[src/rtl/cpsr_flag_unit_if.sv]
// -----------------------------------------------------------------------------
// cpsr_flag_unit_if
//
// Purpose: bundles the Execute-stage signals exchanged between the pipeline
// and the CPSR flag unit. The pipeline side uses the master modport and the
// flag unit uses the slave modport.
//
// Signals (direction given from the flag unit's point of view):
//   StallE            in   1   Execute stage held; no state change
//   FlushE            in   1   Execute instruction squashed
//   CondE             in   4   ARM condition field of the Execute instruction
//   FlagWriteE        in   2   [1] updates N,Z ; [0] updates C,V
//   CVUpdateE         in   3   C/V source select from the ALU decoder
//   ALUResultE        in  32   ALU result
//   ALUCarryOutE      in   1   adder carry out
//   ALUOverflowE      in   1   adder overflow
//   ShifterCarryOutE  in   1   barrel shifter carry out
//   CPSRWriteE        in   1   MSR-style direct flag write
//   CPSRDataE         in   4   NZCV value for CPSRWriteE
//   MicroOpStartE     in   1   first micro-op of a sequence
//   MicroOpLastE      in   1   last micro-op of a sequence
//   FlagsQ            out  4   committed architectural NZCV
//   PreviousCVFlag    out  2   {C,V} of the visible flags
//   CondExE           out  1   Execute instruction passes its condition
//   SeqActive         out  1   unit is inside a micro-op sequence
//   SeqErr            out  1   one-cycle protocol-error pulse
// -----------------------------------------------------------------------------
interface cpsr_flag_unit_if;
    logic        StallE;
    logic        FlushE;
    logic [3:0]  CondE;
    logic [1:0]  FlagWriteE;
    logic [2:0]  CVUpdateE;
    logic [31:0] ALUResultE;
    logic        ALUCarryOutE;
    logic        ALUOverflowE;
    logic        ShifterCarryOutE;
    logic        CPSRWriteE;
    logic [3:0]  CPSRDataE;
    logic        MicroOpStartE;
    logic        MicroOpLastE;
    logic [3:0]  FlagsQ;
    logic [1:0]  PreviousCVFlag;
    logic        CondExE;
    logic        SeqActive;
    logic        SeqErr;

    // Pipeline side: drives Execute-stage controls, observes flag state.
    modport master (
        output StallE, FlushE, CondE, FlagWriteE, CVUpdateE, ALUResultE,
               ALUCarryOutE, ALUOverflowE, ShifterCarryOutE,
               CPSRWriteE, CPSRDataE, MicroOpStartE, MicroOpLastE,
        input  FlagsQ, PreviousCVFlag, CondExE, SeqActive, SeqErr
    );

    // Flag unit side.
    modport slave (
        input  StallE, FlushE, CondE, FlagWriteE, CVUpdateE, ALUResultE,
               ALUCarryOutE, ALUOverflowE, ShifterCarryOutE,
               CPSRWriteE, CPSRDataE, MicroOpStartE, MicroOpLastE,
        output FlagsQ, PreviousCVFlag, CondExE, SeqActive, SeqErr
    );
endinterface

[src/rtl/cpsr_flag_unit.sv]
// -----------------------------------------------------------------------------
// cpsr_flag_unit
//
// Purpose: holds the architectural NZCV flags, evaluates the ARM condition
// field of the Execute-stage instruction, and applies flag updates from the
// ALU or from an MSR-style direct write. Multi-cycle micro-op sequences build
// their flag result in a shadow register and commit it to FlagsQ only when the
// Last micro-op retires, so a flushed sequence leaves FlagsQ untouched.
//
// Ports:
//   clk      in   single clock, all state changes on the rising edge
//   reset_n  in   synchronous active-low reset
//   bus      slave modport of cpsr_flag_unit_if (see that file for signals)
//
// Flag vector layout everywhere: [3]=N [2]=Z [1]=C [0]=V.
// -----------------------------------------------------------------------------
module cpsr_flag_unit (
    input  logic           clk,
    input  logic           reset_n,
    cpsr_flag_unit_if.slave bus
);

    typedef enum logic {
        IDLE = 1'b0,
        SEQ  = 1'b1
    } seq_state_t;

    typedef struct packed {
        logic n;
        logic z;
        logic c;
        logic v;
    } nzcv_t;

    // ARMv4 condition decode against a given flag set.
    function automatic logic cond_pass(input logic [3:0] cond, input nzcv_t f);
        logic pass;
        pass = 1'b0;
        case (cond)
            4'b0000: pass = f.z;                         // EQ
            4'b0001: pass = !f.z;                        // NE
            4'b0010: pass = f.c;                         // CS/HS
            4'b0011: pass = !f.c;                        // CC/LO
            4'b0100: pass = f.n;                         // MI
            4'b0101: pass = !f.n;                        // PL
            4'b0110: pass = f.v;                         // VS
            4'b0111: pass = !f.v;                        // VC
            4'b1000: pass = f.c && !f.z;                 // HI
            4'b1001: pass = !f.c || f.z;                 // LS
            4'b1010: pass = (f.n == f.v);                // GE
            4'b1011: pass = (f.n != f.v);                // LT
            4'b1100: pass = !f.z && (f.n == f.v);        // GT
            4'b1101: pass = f.z || (f.n != f.v);         // LE
            4'b1110: pass = 1'b1;                        // AL
            4'b1111: pass = 1'b0;                        // NV
            default: pass = 1'b0;
        endcase
        return pass;
    endfunction

    // Registered state
    seq_state_t state_q,  state_d;
    nzcv_t      flags_q,  flags_d;
    nzcv_t      shadow_q, shadow_d;
    logic       seq_err_q, seq_err_d;

    // Combinational helpers
    nzcv_t visible;     // flags the Execute instruction sees
    nzcv_t upd;         // visible flags with this instruction's write applied
    nzcv_t applied;     // upd if accepted, otherwise visible unchanged
    logic  cond_ex;
    logic  advance;     // neither stalled nor flushed
    logic  accept;      // advance and condition passes

    // CVUpdateE[0] carries no meaning for the flag unit.
    logic  unused_cvu0;
    assign unused_cvu0 = bus.CVUpdateE[0];

    // -------------------------------------------------------------------------
    // Flag update datapath
    // -------------------------------------------------------------------------
    always_comb begin
        // NOTE: every always_comb output gets a default before any branch so
        // no path leaves a variable unassigned, which would infer a latch.
        visible = (state_q == SEQ) ? shadow_q : flags_q;
        cond_ex = cond_pass(bus.CondE, visible);
        advance = !bus.StallE && !bus.FlushE;
        accept  = advance && cond_ex;

        upd = visible;
        if (bus.CPSRWriteE) begin
            // A direct write replaces all four flags and overrides the S-bit.
            upd = nzcv_t'(bus.CPSRDataE);
        end else begin
            if (bus.FlagWriteE[1]) begin
                upd.n = bus.ALUResultE[31];
                upd.z = (bus.ALUResultE == 32'd0);
            end
            if (bus.FlagWriteE[0]) begin
                if (bus.CVUpdateE[2]) begin
                    // Arithmetic: adder carry; V from adder unless KeepV.
                    upd.c = bus.ALUCarryOutE;
                    if (!bus.CVUpdateE[1]) begin
                        upd.v = bus.ALUOverflowE;
                    end
                end else begin
                    // Logical: shifter carry, V untouched.
                    upd.c = bus.ShifterCarryOutE;
                end
            end
        end

        applied = accept ? upd : visible;
    end

    // -------------------------------------------------------------------------
    // Sequence FSM: next state and next register values
    // -------------------------------------------------------------------------
    always_comb begin
        state_d   = state_q;
        flags_d   = flags_q;
        shadow_d  = shadow_q;
        seq_err_d = 1'b0;

        if (bus.FlushE) begin
            // Flush beats stall: the squashed sequence is abandoned.
            state_d  = IDLE;
            shadow_d = '0;
        end else if (!bus.StallE) begin
            case (state_q)
                IDLE: begin
                    if (accept && bus.MicroOpStartE && !bus.MicroOpLastE) begin
                        state_d  = SEQ;
                        shadow_d = applied;
                    end else begin
                        flags_d = applied;
                    end
                end
                SEQ: begin
                    // A stray Start is flagged but the op still continues the
                    // sequence. A condition-failed op still advances it, since
                    // applied falls back to the unchanged shadow.
                    seq_err_d = bus.MicroOpStartE;
                    if (bus.MicroOpLastE) begin
                        flags_d = applied;
                        state_d = IDLE;
                    end else begin
                        shadow_d = applied;
                    end
                end
                default: state_d = IDLE;
            endcase
        end
    end

    // -------------------------------------------------------------------------
    // State registers
    // -------------------------------------------------------------------------
    always_ff @(posedge clk) begin
        // NOTE: sequential state uses non-blocking assignments so every
        // register samples its pre-edge inputs regardless of statement order.
        if (!reset_n) begin
            // NOTE: the shadow is a plain 4-bit register, not a memory, so it
            // is cleared with the rest of the state at no cost.
            state_q   <= IDLE;
            flags_q   <= '0;
            shadow_q  <= '0;
            seq_err_q <= 1'b0;
        end else begin
            state_q   <= state_d;
            flags_q   <= flags_d;
            shadow_q  <= shadow_d;
            seq_err_q <= seq_err_d;
        end
    end

    // -------------------------------------------------------------------------
    // Outputs
    // -------------------------------------------------------------------------
    assign bus.FlagsQ         = flags_q;
    assign bus.PreviousCVFlag = {visible.c, visible.v};
    assign bus.CondExE        = cond_ex;
    assign bus.SeqActive      = (state_q == SEQ);
    assign bus.SeqErr         = seq_err_q;

endmodule

[src/flat_wrapper.sv]
// flat-port wrapper written by rule: the top's interface ports become plain ports
module cpsr_flag_unit_flat 
  (clk, reset_n, bus_StallE, bus_FlushE, bus_CondE, bus_FlagWriteE, bus_CVUpdateE, bus_ALUResultE, bus_ALUCarryOutE, bus_ALUOverflowE, bus_ShifterCarryOutE, bus_CPSRWriteE, bus_CPSRDataE, bus_MicroOpStartE, bus_MicroOpLastE, bus_FlagsQ, bus_PreviousCVFlag, bus_CondExE, bus_SeqActive, bus_SeqErr);
  cpsr_flag_unit_if bus_i ();
  input  logic clk;
  input  logic reset_n;
  input wire logic [$bits(bus_i.StallE)-1:0] bus_StallE;
  input wire logic [$bits(bus_i.FlushE)-1:0] bus_FlushE;
  input wire logic [$bits(bus_i.CondE)-1:0] bus_CondE;
  input wire logic [$bits(bus_i.FlagWriteE)-1:0] bus_FlagWriteE;
  input wire logic [$bits(bus_i.CVUpdateE)-1:0] bus_CVUpdateE;
  input wire logic [$bits(bus_i.ALUResultE)-1:0] bus_ALUResultE;
  input wire logic [$bits(bus_i.ALUCarryOutE)-1:0] bus_ALUCarryOutE;
  input wire logic [$bits(bus_i.ALUOverflowE)-1:0] bus_ALUOverflowE;
  input wire logic [$bits(bus_i.ShifterCarryOutE)-1:0] bus_ShifterCarryOutE;
  input wire logic [$bits(bus_i.CPSRWriteE)-1:0] bus_CPSRWriteE;
  input wire logic [$bits(bus_i.CPSRDataE)-1:0] bus_CPSRDataE;
  input wire logic [$bits(bus_i.MicroOpStartE)-1:0] bus_MicroOpStartE;
  input wire logic [$bits(bus_i.MicroOpLastE)-1:0] bus_MicroOpLastE;
  output wire logic [$bits(bus_i.FlagsQ)-1:0] bus_FlagsQ;
  output wire logic [$bits(bus_i.PreviousCVFlag)-1:0] bus_PreviousCVFlag;
  output wire logic [$bits(bus_i.CondExE)-1:0] bus_CondExE;
  output wire logic [$bits(bus_i.SeqActive)-1:0] bus_SeqActive;
  output wire logic [$bits(bus_i.SeqErr)-1:0] bus_SeqErr;
  assign bus_i.StallE = bus_StallE;
  assign bus_i.FlushE = bus_FlushE;
  assign bus_i.CondE = bus_CondE;
  assign bus_i.FlagWriteE = bus_FlagWriteE;
  assign bus_i.CVUpdateE = bus_CVUpdateE;
  assign bus_i.ALUResultE = bus_ALUResultE;
  assign bus_i.ALUCarryOutE = bus_ALUCarryOutE;
  assign bus_i.ALUOverflowE = bus_ALUOverflowE;
  assign bus_i.ShifterCarryOutE = bus_ShifterCarryOutE;
  assign bus_i.CPSRWriteE = bus_CPSRWriteE;
  assign bus_i.CPSRDataE = bus_CPSRDataE;
  assign bus_i.MicroOpStartE = bus_MicroOpStartE;
  assign bus_i.MicroOpLastE = bus_MicroOpLastE;
  assign bus_FlagsQ = bus_i.FlagsQ;
  assign bus_PreviousCVFlag = bus_i.PreviousCVFlag;
  assign bus_CondExE = bus_i.CondExE;
  assign bus_SeqActive = bus_i.SeqActive;
  assign bus_SeqErr = bus_i.SeqErr;
  cpsr_flag_unit u_core (.clk(clk), .reset_n(reset_n), .bus(bus_i));
endmodule
[config.mk]
export PLATFORM = sky130hd
export DESIGN_NAME = cpsr_flag_unit_flat
export DESIGN_NICKNAME = d
export VERILOG_FILES = /design/src/rtl/cpsr_flag_unit_if.sv /design/src/rtl/cpsr_flag_unit.sv /design/src/flat_wrapper.sv
export SDC_FILE = /design/constraint.sdc
export NUM_CORES = 1
export LEC_CHECK = 0
export BUFFER_PORTS_ARGS = -buffer_cell sky130_fd_sc_hd__buf_2
export CAP_MARGIN = 20
export CORE_MARGIN = 5
export CORE_UTILIZATION = 44
export DETAILED_ROUTE_END_ITERATION = 12
export GPL_TIMING_DRIVEN = 0
export MAX_ROUTING_LAYER = met4
export PLACE_DENSITY_LB_ADDON = 0.25
export SETUP_SLACK_MARGIN = 0.05
export SLEW_MARGIN = 20
export SYNTH_ARGS = -nofsm -noshare
export SYNTH_HDL_FRONTEND = slang
export SYNTH_SLANG_ARGS = --single-unit
[constraint.sdc]
create_clock -name clk -period 6.7 [get_ports clk]
set_clock_uncertainty 0.05 [all_clocks]
set_input_delay 0.67 -clock clk [delete_from_list [all_inputs] [get_ports clk]]
set_output_delay 0.67 -clock clk [all_outputs]
set_load 0.005 [all_outputs]
==> impl_metrics.yaml <==
outcome:
  outcome: "complete, no violations"
sta:
  fin_crit_ns: 3.146
  max_freq_mhz: 317.9
  rsz0062_at_grt: "no"
  slew_viol_final: 0
  finalSetupViolations: 0
  fin_crit_sh_pct: 46.95
  slew_headroom_pct: 61.59
  setup_tns_ns: 0
  worst_slack_ns: 3.554
  hold_viol_final: 0
  tightest_slew_ns: 0.5762
cts:
  cts_root_buf: "clkbuf_4"
  cts.clk_slew.worst_paths_ns: 0.06
  cts_hold_buf: 0
  ctsLongestPathBuffers: 2
  htreeDepth: 1
  clock_latency_ns: 0.26
  post_cts_buffers: 0
  cts_sinks: 10
  cts_resized: 0
  cts_tree: "built"
  cts_buffers: 3
worst_setup_path:
  critPathLaunchType: "flip-flop"
  path_max_fanout: 10
  path_class: "flip-flop to output pin"
  end_kind: "output pin"
  arrival_ns: 2.43
  worstReg2RegStart: "u_core.bus.SeqActive$_SDFFE_PP0N_"
  critPathRequiredTime_ns: 5.98
  startpoint: "u_core.bus.SeqActive$_SDFFE_PP0N_"
  r2r_slack_ns: 3.90
logic_synthesis:
  ys_seq_elements: 10
  synth_cells: 116
  ys_types: 42
  synth_async_sr_flop_share_pct: 0
  ys_top_cells_by_count: "11 x mux2i_1, 10 x dfxtp_1, 8 x nand2_1, 8 x nor4_1, 8 x o21ai_0"
  synth_edf_count: 0
  yosysMostFrequentCell: "mux2i_1"
  ys_seq_area_share_pct: 21.48
  synth_nets: 171
  synthFlopType: "dfxtp_1"
  syn_area_per_cell_um2: 8.036
  synthTopCellsByArea: "dfxtp_1 21%, mux2i_1 12%, nor4_1 5.4%"
  yosys.area.top_type_share_pct: 21.48
  yosys_warnings: 0
  synth_top_area_cell: "dfxtp_1"
  synthesis.area_um2: 932.1
placement:
  pre_cts_ws_ns: 3.514
  gp_congestion: 0.7876
  portBuffers: 60
  post-dp-hpwl_mm: 2.486
drt:
  ant_nets: 0
  viasPerCell: 5.675
  vias: 1169
  drc: 0
  detail_route.wl_per_cell_um: 13.85
  drt-initial-drc-count: 22
  first_pass_iters: 5
  wl_mm: 2.853
die:
  die_w_um: 56.03
  io_pins: 64
  die-area_um2: 3139
  initial_core_util_pct: 47.03
  rows: 16
  die_h_um: 56.03
  core_area_um2: 1982
grt:
  first_global_vias: 1238
  grt_usage_pct: 18.39
  grt_pass1_wl_mm: 4.795
  antenna_found_initial: 0
  grt_start_max_net_pins: 11
  grt_overflow: 0
pwr:
  power_leakage_nw: 0.5677
  power_density_nw_per_um2: 116.7
  peakVddDrop_uv: 110.6
layout:
  fin_nets: 236
  antenna_cells: 0
  syn_to_final_growth_pct: 38.26
  drive_gt1_share_pct: 40.78
job:
  maxCapViolations: 0
min_path:
  min_from: "u_core.shadow_q[1]$_SDFFE_PP0P_"
  hold_class: "flip-flop to flip-flop"
-- registers in the layout, indices dropped and copies added (netlist names) --
name and cells:
u_core.bus.SeqActive 1, u_core.bus.SeqErr 1, u_core.bus.FlagsQ 4, u_core.shadow_q 4
-- path summary, 6_finish.rpt --
kind                                                     endpoint  cells past startpoint
worst max-delay path                                  bus_CondExE                      8
worst min-delay path              u_core.shadow_q[1]$_SDFFE_PP0P_                      2
worst max register to register  u_core.bus.FlagsQ[2]$_SDFFE_PN0P_                     10
worst min register to register    u_core.shadow_q[1]$_SDFFE_PP0P_                      2
-- layer usage --
| layer | track usage, % | part of all wire (%) | vias up |
|---|---|---|---|
| li1 | - | - | 580 |
| met1 | 19.31 | 38 | 530 |
| met2 | 34.56 | 54 | 55 |
| met3 | 3.248 | 6.6 | 4 |
| met4 | 5.424 | 0.98 | 0 |
| met5 | - | 0 | - |
-- per-stage QoR --
step	power [W]	cells	utilization, %	area, um^2	hold WS [ns]
after global routing	0.0001578	206	65.03	1289	0.4806
final	0.0001503	206	65.03	1289	0.4428
after floorplan	0.00008846	116	-	932.1	0.4052
after CTS	0.0001508	206	65.03	1289	0.4437
after global placement	0.0001115	203	63.89	1266	0.4203
after detailed placement	0.0001133	203	63.89	1266	0.4344
-- critical path, cell delays in order (launching register included) --
cell       delay [ns]
dfxtp_1          0.43
buf_6            0.18
mux2i_1          0.29
inv_1            0.10
o2111ai_1        0.21
o41ai_1          0.11
a311oi_1         0.47
o21ai_1          0.21
buf_2            0.17
-- layout make-up --
| class | instances | area [um^2] |
|---|---|---|
| multi-input cells | 94 | 676.9 |
| clock buffers | 3 | 22.52 |
| inverters | 8 | 30.03 |
| fillers | 165 | 693.2 |
| plain buffers | 4 | 25.02 |
| repair buffers | 60 | 300.3 |
| flip-flops and latches | 10 | 200.2 |
| well taps | 27 | 33.78 |
-- layout by cell type, fill, tap and decap left out, types with 2 or more instances in the layout --
master / n
a21oi_1: 6
buf_2: 61
clkbuf_4: 3
dfxtp_1: 10
inv_1: 7
mux2i_1: 11
nand2_1: 8
nand2b_1: 2
nand3_1: 2
nand3b_1: 3
nand4_1: 4
nor2_1: 6
nor2b_1: 4
nor3_1: 3
nor4_1: 8
o211ai_1: 2
o21ai_0: 8
o22ai_1: 4
or4_1: 2
xnor2_1: 2
-- cell families (layout without fill, tap and decap cells) --
| kind of cell | count (synthesis) | in the layout | synth area share [%] |
|---|---|---|---|
| xor+xnor | 2 | 2 | 1.880 |
| simple gates | 46 | 46 | 28.19 |
| compound gates | 32 | 32 | 25.10 |
| flops | 10 | 10 | 21.48 |
| mux | 14 | 14 | 17.45 |
| buf+inv | 12 | 75 | 5.905 |
-- report_power, final --
part / leakage, nW / switching (W) / internal (W)
clock: 0.0138 / 0.0000178 / 0.0000206
sequential: 0.0809 / 0.00000171 / 0.0000607
combinational: 0.473 / 0.0000248 / 0.0000248
(Power assumes the default switching activity.)
